`src/rtl/pipeline_control.sv`:
```
// Stage-sequencing controller for the 5-stage pipeline: per-stage enables/flushes plus drain/halt FSM.
// Optional stall-cycle counter is built when PIPELINE_CONTROL_PERF_EN is defined.
module pipeline_control (
   input  logic       clk,
   input  logic       reset,
   input  logic       load_use_stall,
   input  logic       branch_taken,
   input  logic       halt_req,
   input  logic       imem_ready,
   input  logic       M_is_mem,
   input  logic       dmem_ready,
   output logic       F_en,
   output logic       D_en,
   output logic       E_en,
   output logic       M_en,
   output logic       W_en,
   output logic       D_flush,
   output logic       E_flush,
   output logic       W_flush,
   output logic       halted,
   output logic [1:0] state
`ifdef PIPELINE_CONTROL_PERF_EN
   ,
   output logic [31:0] stall_cycles
`endif
);

   typedef enum logic [1:0] {
      ST_RUN    = 2'd0,
      ST_DRAIN  = 2'd1,
      ST_HALTED = 2'd2
   } state_t;

   state_t     cur_state, nxt_state;
   logic [1:0] drain_cnt, nxt_cnt;
   logic       mem_wait;

   assign mem_wait = M_is_mem & ~dmem_ready;
   assign state    = cur_state;

   always_ff @(posedge clk or posedge reset) begin
      if (reset) begin
         cur_state <= ST_RUN;
         drain_cnt <= '0;
      end else begin
         cur_state <= nxt_state;
         drain_cnt <= nxt_cnt;
      end
   end

   always_comb begin
      nxt_state = cur_state;
      nxt_cnt   = drain_cnt;
      case (cur_state)
         ST_RUN: begin
            // halt only accepted when nothing above it in priority is active
            if (!mem_wait && !branch_taken && !load_use_stall && halt_req) begin
               nxt_state = ST_DRAIN;
               nxt_cnt   = 2'd3;
            end
         end
         ST_DRAIN: begin
            if (mem_wait) begin
               nxt_cnt = drain_cnt;
            end else if (branch_taken) begin
               nxt_state = ST_RUN;
               nxt_cnt   = '0;
            end else if (drain_cnt <= 2'd1) begin
               nxt_state = ST_HALTED;
               nxt_cnt   = '0;
            end else begin
               nxt_cnt = drain_cnt - 2'd1;
            end
         end
         ST_HALTED: begin
            nxt_state = ST_HALTED;
            nxt_cnt   = '0;
         end
         default: begin
            nxt_state = ST_RUN;
            nxt_cnt   = '0;
         end
      endcase
   end

   always_comb begin
      F_en    = 1'b1;
      D_en    = 1'b1;
      E_en    = 1'b1;
      M_en    = 1'b1;
      W_en    = 1'b1;
      D_flush = 1'b0;
      E_flush = 1'b0;
      W_flush = 1'b0;
      halted  = 1'b0;
      if (reset) begin
         F_en    = 1'b0;
         D_en    = 1'b0;
         E_en    = 1'b0;
         M_en    = 1'b0;
         W_en    = 1'b0;
         D_flush = 1'b1;
         E_flush = 1'b1;
         W_flush = 1'b1;
      end else begin
         case (cur_state)
            ST_RUN: begin
               if (mem_wait) begin
                  F_en    = 1'b0;
                  D_en    = 1'b0;
                  E_en    = 1'b0;
                  M_en    = 1'b0;
                  W_flush = 1'b1;
               end else if (branch_taken) begin
                  D_flush = 1'b1;
                  E_flush = 1'b1;
               end else if (load_use_stall) begin
                  F_en    = 1'b0;
                  D_en    = 1'b0;
                  E_flush = 1'b1;
               end else if (!imem_ready) begin
                  F_en    = 1'b0;
                  D_flush = 1'b1;
               end
            end
            ST_DRAIN: begin
               // fetch stays off and IF/ID keeps bubbles unless an older branch squashes the halt
               if (mem_wait) begin
                  F_en    = 1'b0;
                  D_en    = 1'b0;
                  E_en    = 1'b0;
                  M_en    = 1'b0;
                  D_flush = 1'b1;
                  W_flush = 1'b1;
               end else if (branch_taken) begin
                  D_flush = 1'b1;
                  E_flush = 1'b1;
               end else begin
                  F_en    = 1'b0;
                  D_flush = 1'b1;
               end
            end
            default: begin
               F_en   = 1'b0;
               D_en   = 1'b0;
               E_en   = 1'b0;
               M_en   = 1'b0;
               W_en   = 1'b0;
               halted = 1'b1;
            end
         endcase
      end
   end

`ifdef PIPELINE_CONTROL_PERF_EN
   always_ff @(posedge clk or posedge reset) begin
      if (reset) begin
         stall_cycles <= '0;
      end else if (cur_state != ST_HALTED && (!F_en || mem_wait)) begin
         stall_cycles <= stall_cycles + 32'd1;
      end
   end
`endif

endmodule
```
`config.mk`:
```
export PLATFORM = sky130hd
export DESIGN_NAME = pipeline_control
export DESIGN_NICKNAME = d
export VERILOG_FILES = /design/src/rtl/pipeline_control.sv
export SDC_FILE = /design/constraint.sdc
export NUM_CORES = 1
export LEC_CHECK = 0
export CAP_MARGIN = 20
export CORE_AREA = 2 2 39 41
export CTS_CLUSTER_DIAMETER = 60
export DETAILED_ROUTE_END_ITERATION = 8
export DIE_AREA = 0 0 41 43
export DONT_BUFFER_PORTS = 1
export SLEW_MARGIN = 5
export SYNTH_ARGS = -nofsm -noshare
export SYNTH_HDL_FRONTEND = slang
export SYNTH_SLANG_ARGS = --single-unit
export TNS_END_PERCENT = 100
```
`constraint.sdc`:
```
create_clock -name clk -period 2.4 [get_ports clk]
set_input_delay 0.48 -clock clk [delete_from_list [all_inputs] [get_ports clk]]
set_output_delay 0.48 -clock clk [all_outputs]
set_load 0.05 [all_outputs]
```
# Word-level counts from Yosys, hierarchy flattened
# Cells that the tools add are included.
# totals
out_inout_bits	11
in_bits	8
word_cells	65
ff_bits	4
# classes
n_lt_le_gt_ge	1
eq_ne	5
bitwise_logic	2
n_reduce_logical	10
n_addsub	1
muxes	44
# op_table
operator	n
1-bit 2-to-1 mux	30
2-bit 2-to-1 mux	8
1-bit case mux with 2 select lines	4
2-bit case mux with 3 select lines	1
2-bit != test (second input constant)	2
2-bit case mux with 2 select lines	1
1-bit logical AND	3
1-bit zero test	3
3-bit != test (second input constant)	1
3-bit AND reduction	1
2-bit by 1-bit == test with 1-bit output (second input constant)	1
2-bit == test (second input constant)	1
2-bit by 1-bit less-or-equal comparator with 1-bit output (second input constant)	1
2-bit zero test	1
2-bit AND reduction	1
2-bit OR reduction	1
2-bit by 1-bit subtractor with 2-bit output (second input constant)	1
1-bit bitwise AND	1
1-bit inverter	1

# Logic depth before layout (Yosys ltp)
# Gate-level depths: netlist of the first run.
# logic_depth
word_depth	8
ltp_mapped	4
mapped_depth_nobuf	3

# Worst setup path before layout of the first run
# OpenSTA, ideal clock, no wires.
# synth_timing
kind	reg-to-output
start	register cur_state[1] (netlist: state[1])
end	output E_flush
path_buffers	1
setup_slack_ns	-0.119
stages_incl_launch_ff	5
arrival_time_ns	2.039
t_required_ns	1.920
path_cell_list	dfrtp_1 -> buf_2 -> inv_1 -> nand2_1 -> o21ai_0
# synth_via
elab_chain_cells	3
elab_cells_between_ends	4
classes_between	1 x eq/ne; 2 x mux; 1 x reduce/logical
# synth_rtl
element	line_no	source
start: declaration	34	state_t cur_state, nxt_state;
start signal: assignment	46	cur_state <= nxt_state;
2-bit by 1-bit == test with 1-bit output / 2-bit zero test (equally long branches)	106	case (cur_state)
1-bit case mux with 2 select lines (*)	106	
1-bit 2-to-1 mux (*)	96	if (reset) begin
end: declaration	18	output logic E_flush,
# Every way passes the cells marked *; elsewhere a longest branch is shown, timed or not.

# Worst setup path in the final report of the first run
# layout_timing
start	register cur_state[1] (netlist: state[1])
end	output F_en
# layout_via
elab_chain_cells	3
elab_cells_between_ends	4
classes_between	1 x eq/ne; 2 x mux; 1 x reduce/logical
# layout_rtl
element	line_no	source
2-bit by 1-bit == test with 1-bit output / 2-bit zero test (equally long branches)	106	
1-bit case mux with 2 select lines (*)	106	
1-bit 2-to-1 mux (*)	96	
end: declaration	12	output logic F_en,
# Marks and branches as above.

==> run summary, run 1 <==
The kind of end point of the critical path is a primary output. The sum of buffers and inverters on the critical path is 2. The tree is rooted in a sky130_fd_sc_hd__clkbuf_4. After the last flow step, the layout net total stands at 62. The total clock sinks is 4. The main flop type after synthesis is sky130_fd_sc_hd__dfrtp_1. Data on the critical path is required at its endpoint by 1.92 ns. The final-layout setup total negative slack is 0 ns. The number of buffers added to fix hold violations after cts is 0.

The final clock skew came out at 0.00187 ns. STA classifies the critical path startpoint as a flip-flop. The number of max-slew violations in the final report came out at 0. Headroom to the max-slew limit came out at 73.8%.

The launch point of the worst path is state[1]. The post-CTS setup repair buffer count came out at 0. In the post-synthesis netlist, the biggest area contributors are sky130_fd_sc_hd__dfrtp_1, sky130_fd_sc_hd__nor4b_4, sky130_fd_sc_hd__o21ai_0.

The worst-margin pin slew is 0.394 ns. The critical path start-end classification is reg2out. The detailed-route vias per instance came out at 5.15.

The synthesized netlist devotes 29.6% of its cell area to simple gates. The maximum level of the CTS H-tree is 1. The total CTS buffers is 3. The via count of the first global-routing pass is 347. The average routed wire per standard cell is 12.0 um. The clock latency reported for the late side of the worst-skew pair is 0.23 ns. Dividing the synthesized area by the synthesized cell count gives 7.93 um2.

Setup violations remaining at the end of the flow were counted as 0. The highest clock rate is 542 MHz. The growth of design area from synthesis to finish came out at 39.6%. The pin count of the biggest net entering global routing is 12. The antenna diode instance count came out at 0. The final cell count without fillers is 68. The clock transition time at the flip-flop clock pins of the worst setup and hold paths is 0.03 ns.

The cell-internal power came out at 0.000228 W. The worst-path maximum fanout came out at 11. The die outline width is 41 um. Per report_power, the combinational group accounts for 55.4% of the total. The area taken by flip-flops and latches is 100 um2. TritonCTS built the clock tree.

The first global-routing pass estimated 1410 um of wire. The number of detailed-routing iterations run before antenna repair came out at 4. Wires add up to 813 um. In this run the static leakage power is 0.202 nW. The run finished with clean final reports. The total count of hold-check failures in the final report is 0.

Input and output buffers added on the ports amount to 0. For this block, the via count after detailed routing is 350. After synthesis, the largest area contributor takes up 30.8% of total cell area. The fill cell total of the finished layout is 151. The count of state elements after synthesis is 4.

The synthesis warning total is 0. The net count after synthesis is 49. By count the netlist is led by sky130_fd_sc_hd__inv_1, sky130_fd_sc_hd__nor2_1, sky130_fd_sc_hd__dfrtp_1, sky130_fd_sc_hd__o21ai_0, sky130_fd_sc_hd__a21oi_1. Summed over all nets, the switching power comes to 0.000228 W.

The number of remaining DRC errors is 0. The die footprint came out at 1760 um2. The total power divided by cell area is 1000 nW/um2. The unique cell type count in the Yosys netlist is 21. The iteration-0 DRC count of the detailed router came out at 6. 19 I/O pins were placed.

Summing all multi-input logic gate instances after layout gives 205 um2. The final weighted congestion of routability-driven global placement came out at 0.832. The class of the tightest hold or removal check is in2async. Data on the critical path arrives at its endpoint at 1.36 ns. For this design, the slowest cell found on the critical path is sky130_fd_sc_hd__dfrtp_1. The antenna violation net count after detailed routing is 0. The max capacitance violation total came out at 0. The floorplan has 14 rows. The signal on the critical path passes through inv_1 -> nand2_1 -> nor3_2 -> buf_4. The cell area after technology mapping came out at 325 um2.

The family with the most delay on the worst path is flip-flops. The sequential share of the synthesized area came out at 30.8%. The mux cell area share after synthesis is 0%. Summed over all instances, the cell type with the most area after synthesis is sky130_fd_sc_hd__dfrtp_1. The clock passes through at most 2 buffers. Sequential cells burn 27.1% of the power.

The sum of net half-perimeters after detailed placement is 654 um. Net switching is 49.9% of the power. The number of antenna violations at the first check in global routing is 0. After detailed placement, the design holds a cell count of 65. On the worst path, the slowest cell contributes a delay of 0.51 ns. The post-route minimum period came out at 1.84 ns.

The total overflow reported by the global router is 0. The startpoint of the worst register-to-register path is state[0]. The number of flops mapped to enable cells by yosys came out at 0.

The instance count of the mapped netlist came out at 41. Once the floorplan was initialized, standard cells occupied 23.5% of the core. The part of the cycle the worst path needs is 76.8%. The post-synthesis share of cell area spent on xor and xnor gates came out at 0%.

The fraction of the mapped netlist area in compound gates is 30.0%. Summing the areas of all fa, ha and maj instances in the mapped netlist gives 0% of the synthesized area. The worst vdd rail ir drop is 366 uV. Cells with a size suffix above 1 make up 32.7% of the layout. The count of instances resized after the clock tree is built came out at 0.

The fraction of registers with async set/reset is 100%. Setup repair after global routing left no endpoint under its margin. The largest family of logic cells by synthesized area is compound AO/OA/AOI/OAI gates. The core box area came out at 1380 um2. The clock power share came out at 17.4%. The height of the die is 43 um.

The total track usage came out at 11.7%.
[cells by family after synthesis]
group           after synthesis
compound gates               15
buf+inv                       7
flops                         4
simple gates                 15
[final timing paths]
kind,endpoint,slack [ns],cells past startpoint
max in group asynchronous,drain_cnt[0],2.15,1
worst max register to register,drain_cnt[0],1.27,3
worst min register to register,drain_cnt[0],0.59,2
worst max-delay path,F_en,0.56,4
min in group clk,state[0],0.44,3
worst min-delay path,drain_cnt[1],0.06,1
[final cells by class]
type / instances / area share, %
multi-input cells: 30 / 45.2
flip-flops and latches: 4 / 22.0
repair buffers: 10 / 19.3
clock buffers: 3 / 4.96
well taps: 16 / 4.41
inverters: 5 / 4.13
[power groups by stage]
stage	clock network [W]	registers (W)	logic [W]
floorplan	0	0.000131	0.000181
global placement	0	0.000125	0.000254
detailed placement	0	0.000124	0.000254
CTS	0.0000852	0.000123	0.000254
global route	0.0000922	0.000127	0.000268
finish	0.0000795	0.000124	0.000253
[metal layers]
layer	GRT usage (%)	wire [um]	up-vias
met1	15.3	351	164
met3	7.85	89	0
met2	15.9	371	15
met5	0	0	-
li1	-	-	171
met4	2.00	0	0
[flip-flops by register name, summed over array words and instances, names as in the netlist]
signal	count
drain_cnt	2
state	2
[through the flow]
step	area [um2]	utilization [%]	hold WS, ns	power (W)	worst slack, ns
5_1_grt	454	32.8	0.0537	0.000488	0.466
3_5_place_dp	432	31.2	0.297	0.000377	0.750
2_1_floorplan	337	-	0.265	0.000312	0.00224
4_1_cts	454	32.8	0.0469	0.000462	0.552
3_3_place_gp	432	31.2	0.300	0.000378	0.749
6_report	454	32.8	0.0565	0.000456	0.556
[cells in the final DEF, fill, tap and decap left out, drive strengths merged]
| cell type | count |
|---|---|
| nor4 | 1 |
| o32ai | 1 |
| nor3 | 3 |
| nor4b | 1 |
| o21bai | 1 |
| nor2b | 1 |
| o21ai | 4 |
| and2b | 1 |
| nor2 | 5 |
| inv | 5 |
| a211oi | 2 |
| clkbuf | 3 |
| nand2 | 2 |
| a21oi | 3 |
| a31oi | 2 |
| o31a | 1 |
| nand2b | 1 |
| a22o | 1 |
| buf | 10 |
| dfrtp | 4 |
(Power assumes the default switching activity.)
==> run 2, diff against run 1 <==
==> constraint.sdc (replaced) <==
create_clock -name clk -period 1.69 [get_ports clk]
set_input_delay 0.338 -clock clk [delete_from_list [all_inputs] [get_ports clk]]
set_output_delay 0.338 -clock clk [all_outputs]
set_load 0.05 [all_outputs]
==> run summary, run 2 (synthesis results as in run 1) <==
The fraction of layout cells with a size suffix above 1 came out at 45.3%. TritonCTS built the clock tree. Clock tree synthesis inserted a total of 3 buffers. The antenna violation net count after detailed routing is 0. Counting cells, the worst reg-to-reg path comes to 4. The worst slack at placement is 0.200 ns. The die outline width came out at 41 um. The hold-critical path depth is 3. The via count of the routed design came out at 347. The capturing point of the worst reg2reg path is state[0].

Summed over all layers, the global routing overflow is 0. The start point of the worst min-delay path is load_use_stall. The number of detailed-routing iterations run before antenna repair came out at 4. The iteration-0 DRC count of the detailed router is 7. The cell-internal power is 0.000356 W. Setup repair after global routing left no endpoint under its margin. The finished cells cover 518 um2. Of the total power, the clock network draws 17.2%. The total clock sinks came out at 4. Of the total power, the share spent switching nets is 49.6%. The headroom to the max-slew limit is 80.5%. The sum of buffers and inverters on the critical path is 2. The worst-margin pin slew came out at 0.292 ns. The highest clock rate came out at 631 MHz. The cell chosen for the clock root is sky130_fd_sc_hd__clkbuf_4.

The data required time of the critical path is 1.35 ns. The average routed wire per standard cell is 13.2 um. For this run, the slowest stage of the critical path takes 0.41 ns.

The number of antenna violations at the first check in global routing is 0. After detailed routing, the number of remaining DRC violations is 0. The pin count of the biggest net entering global routing is 9. The critical-path cell with the highest stage delay is sky130_fd_sc_hd__dfrtp_2. The flow ran to the end, and the final reports show no timing, DRC or antenna violations.

Across the run, the number of max-cap violations was 0. The startpoint of the worst register-to-register path is state[0]. CTS built an H-tree with a depth of 1. The growth of design area from synthesis to finish came out at 59.2%. STA puts the critical path data arrival time at 1.25 ns. Clock-pin slew was measured on the worst setup and hold paths at 0.04 ns. The sequential group share of total power came out at 22.8%. The number of buffer cells added on primary ports came out at 0. After floorplanning, the core was divided into 14 placement rows. Wires add up to 908 um. The clock passes through at most 2 buffers. The worst vdd rail ir drop is 622 uV.

The fill cell total of the finished layout is 150. The first-pass GRT wire length came out at 1480 um. Power spread over the standard cell area amounts to 1360 nW/um2. Combinational cells account for 60.0% of the total power. In the routed layout, each cell is associated on average with a via count of 5.03.

The initial core utilization came out at 23.5%. The height of the die came out at 43 um. The worst setup path is launched from a flip-flop. Once placement finished, the instance area stood at 475 um2. In the layout the commonest cells are sky130_fd_sc_hd__buf_4, sky130_fd_sc_hd__nor2_1, sky130_fd_sc_hd__inv_1. The part of the cycle the worst path needs came out at 93.8%. The post-route minimum period is 1.58 ns. The switching power summed over all nets came out at 0.000350 W.

For hold timing, the worst endpoint is state[0]. The via count of the first global-routing pass is 354. The critical path start-end classification is reg2out. The final clock skew came out at 0.00501 ns.

The total track usage is 12.5%. The family with the most delay on the worst path is flip-flops. The worst-path maximum fanout is 5. The final worst-path setup slack came out at 0.105 ns.

The class of the tightest hold or removal check is in2reg. The worst setup path is captured at a primary output. The number of max-slew violations in the final report is 0. The antenna diode instance count is 0. The leakage dissipation came out at 0.218 nW.

Clock latency on the worst-skew pair, taken at its later pin, is 0.24 ns. Setup violations remaining at the end of the flow were counted as 0. In the final design database the tool counted 63 nets. The floorplan step defined a core boundary enclosing 1380 um2. The wire-length estimate of the detail-placed layout is 736 um. The total count of hold-check failures in the final report is 0.

19 I/O pins were placed. The library cell used most frequently in the layout, excluding fill and tap cells, is sky130_fd_sc_hd__buf_4. The worst setup slack for register-to-register paths came out at 0.51 ns. The die footprint is 1760 um2. Walking the worst path, the cells encountered are inv_2 -> a31oi_1 -> nor3_4 -> buf_12.

The congestion estimate from routability-driven global placement came to 0.881.
==> run 2: cell count changes in the layout (fill, tap and decap cells not counted), moves of 2 or more <==
cell                      change
sky130_fd_sc_hd__dfrtp_1      -2
sky130_fd_sc_hd__o21ai_2      +2
sky130_fd_sc_hd__buf_12       +2
sky130_fd_sc_hd__o21ai_1      -2
sky130_fd_sc_hd__dfrtp_2      +2
sky130_fd_sc_hd__buf_4        -2
==> run 2: final cells by class <==
type                       instances  area, um2  area share, %
timing repair buffer              11        123           23.7
inverter                           5       18.8           3.62
tap                               16       20.0           3.86
sequential                         4        103           19.8
clock buffer                       3       22.5           4.35
multi-input combinational         30        231           44.7
==> run 2: per-stage QoR <==
stage	std cells	utilization (%)	hold slack (ns)	power (W)	setup TNS, ns
floorplan	41	-	0.142	0.000477	-0.384
finish	69	37.4	0.282	0.000706	0
CTS	69	37.3	0.272	0.000715	0
global placement	64	34.4	0.177	0.000574	0
global route	69	37.4	0.300	0.000744	0
detailed placement	64	34.4	0.171	0.000578	0
==> run 2: routing by layer <==
| layer | part of all wire (%) | vias to the layer above | wire [um] | GRT usage, % |
|---|---|---|---|---|
| li1 | - | 173 | - | - |
| met1 | 43 | 162 | 386 | 15.9 |
| met2 | 47 | 12 | 423 | 16.6 |
| met3 | 11 | 0 | 98 | 5.24 |
| met4 | 0 | 0 | 0 | 8.00 |
| met5 | 0 | - | 0 | 0 |
==> run 2: what timing repair did <==
item / CTS / global route
hold buffers: 1 / 0
endpoints found under the setup margin: 1 / 1
hold endpoints to repair: 4 / 0
resized for setup: 1 / 1
buffers inserted: 1 / 0
==> run 2: worst max path at each step <==
| stage | slack, ns | to | depth (start not counted) | from |
|---|---|---|---|---|
| floorplan | -0.18 | D_en | 3 | state[1] |
| global placement | 0.24 | F_en | 4 | state[0] |
| detailed placement | 0.20 | F_en | 4 | state[0] |
| CTS | 0.04 | F_en | 4 | state[1] |
| global route | 0.06 | F_en | 4 | state[0] |
| finish | 0.11 | F_en | 4 | state[0] |
==> run 2: power by group through the flow <==
stage | registers (W) | clock network, W | logic, W
detailed placement | 0.000166 | 0 | 0.000411
global route | 0.000164 | 0.000134 | 0.000446
global placement | 0.000167 | 0 | 0.000407
CTS | 0.000160 | 0.000129 | 0.000425
finish | 0.000161 | 0.000121 | 0.000424
floorplan | 0.000191 | 0 | 0.000286
==> run 2: worst register-to-register path, delay by kind of cell, from the launching register on <==
kind,cells,cell delay [ns]
buffers and inverters,1,0.17
DFF,1,0.41
AOI/OAI and AO/OA,1,0.14
and+or+nand+nor,2,0.38
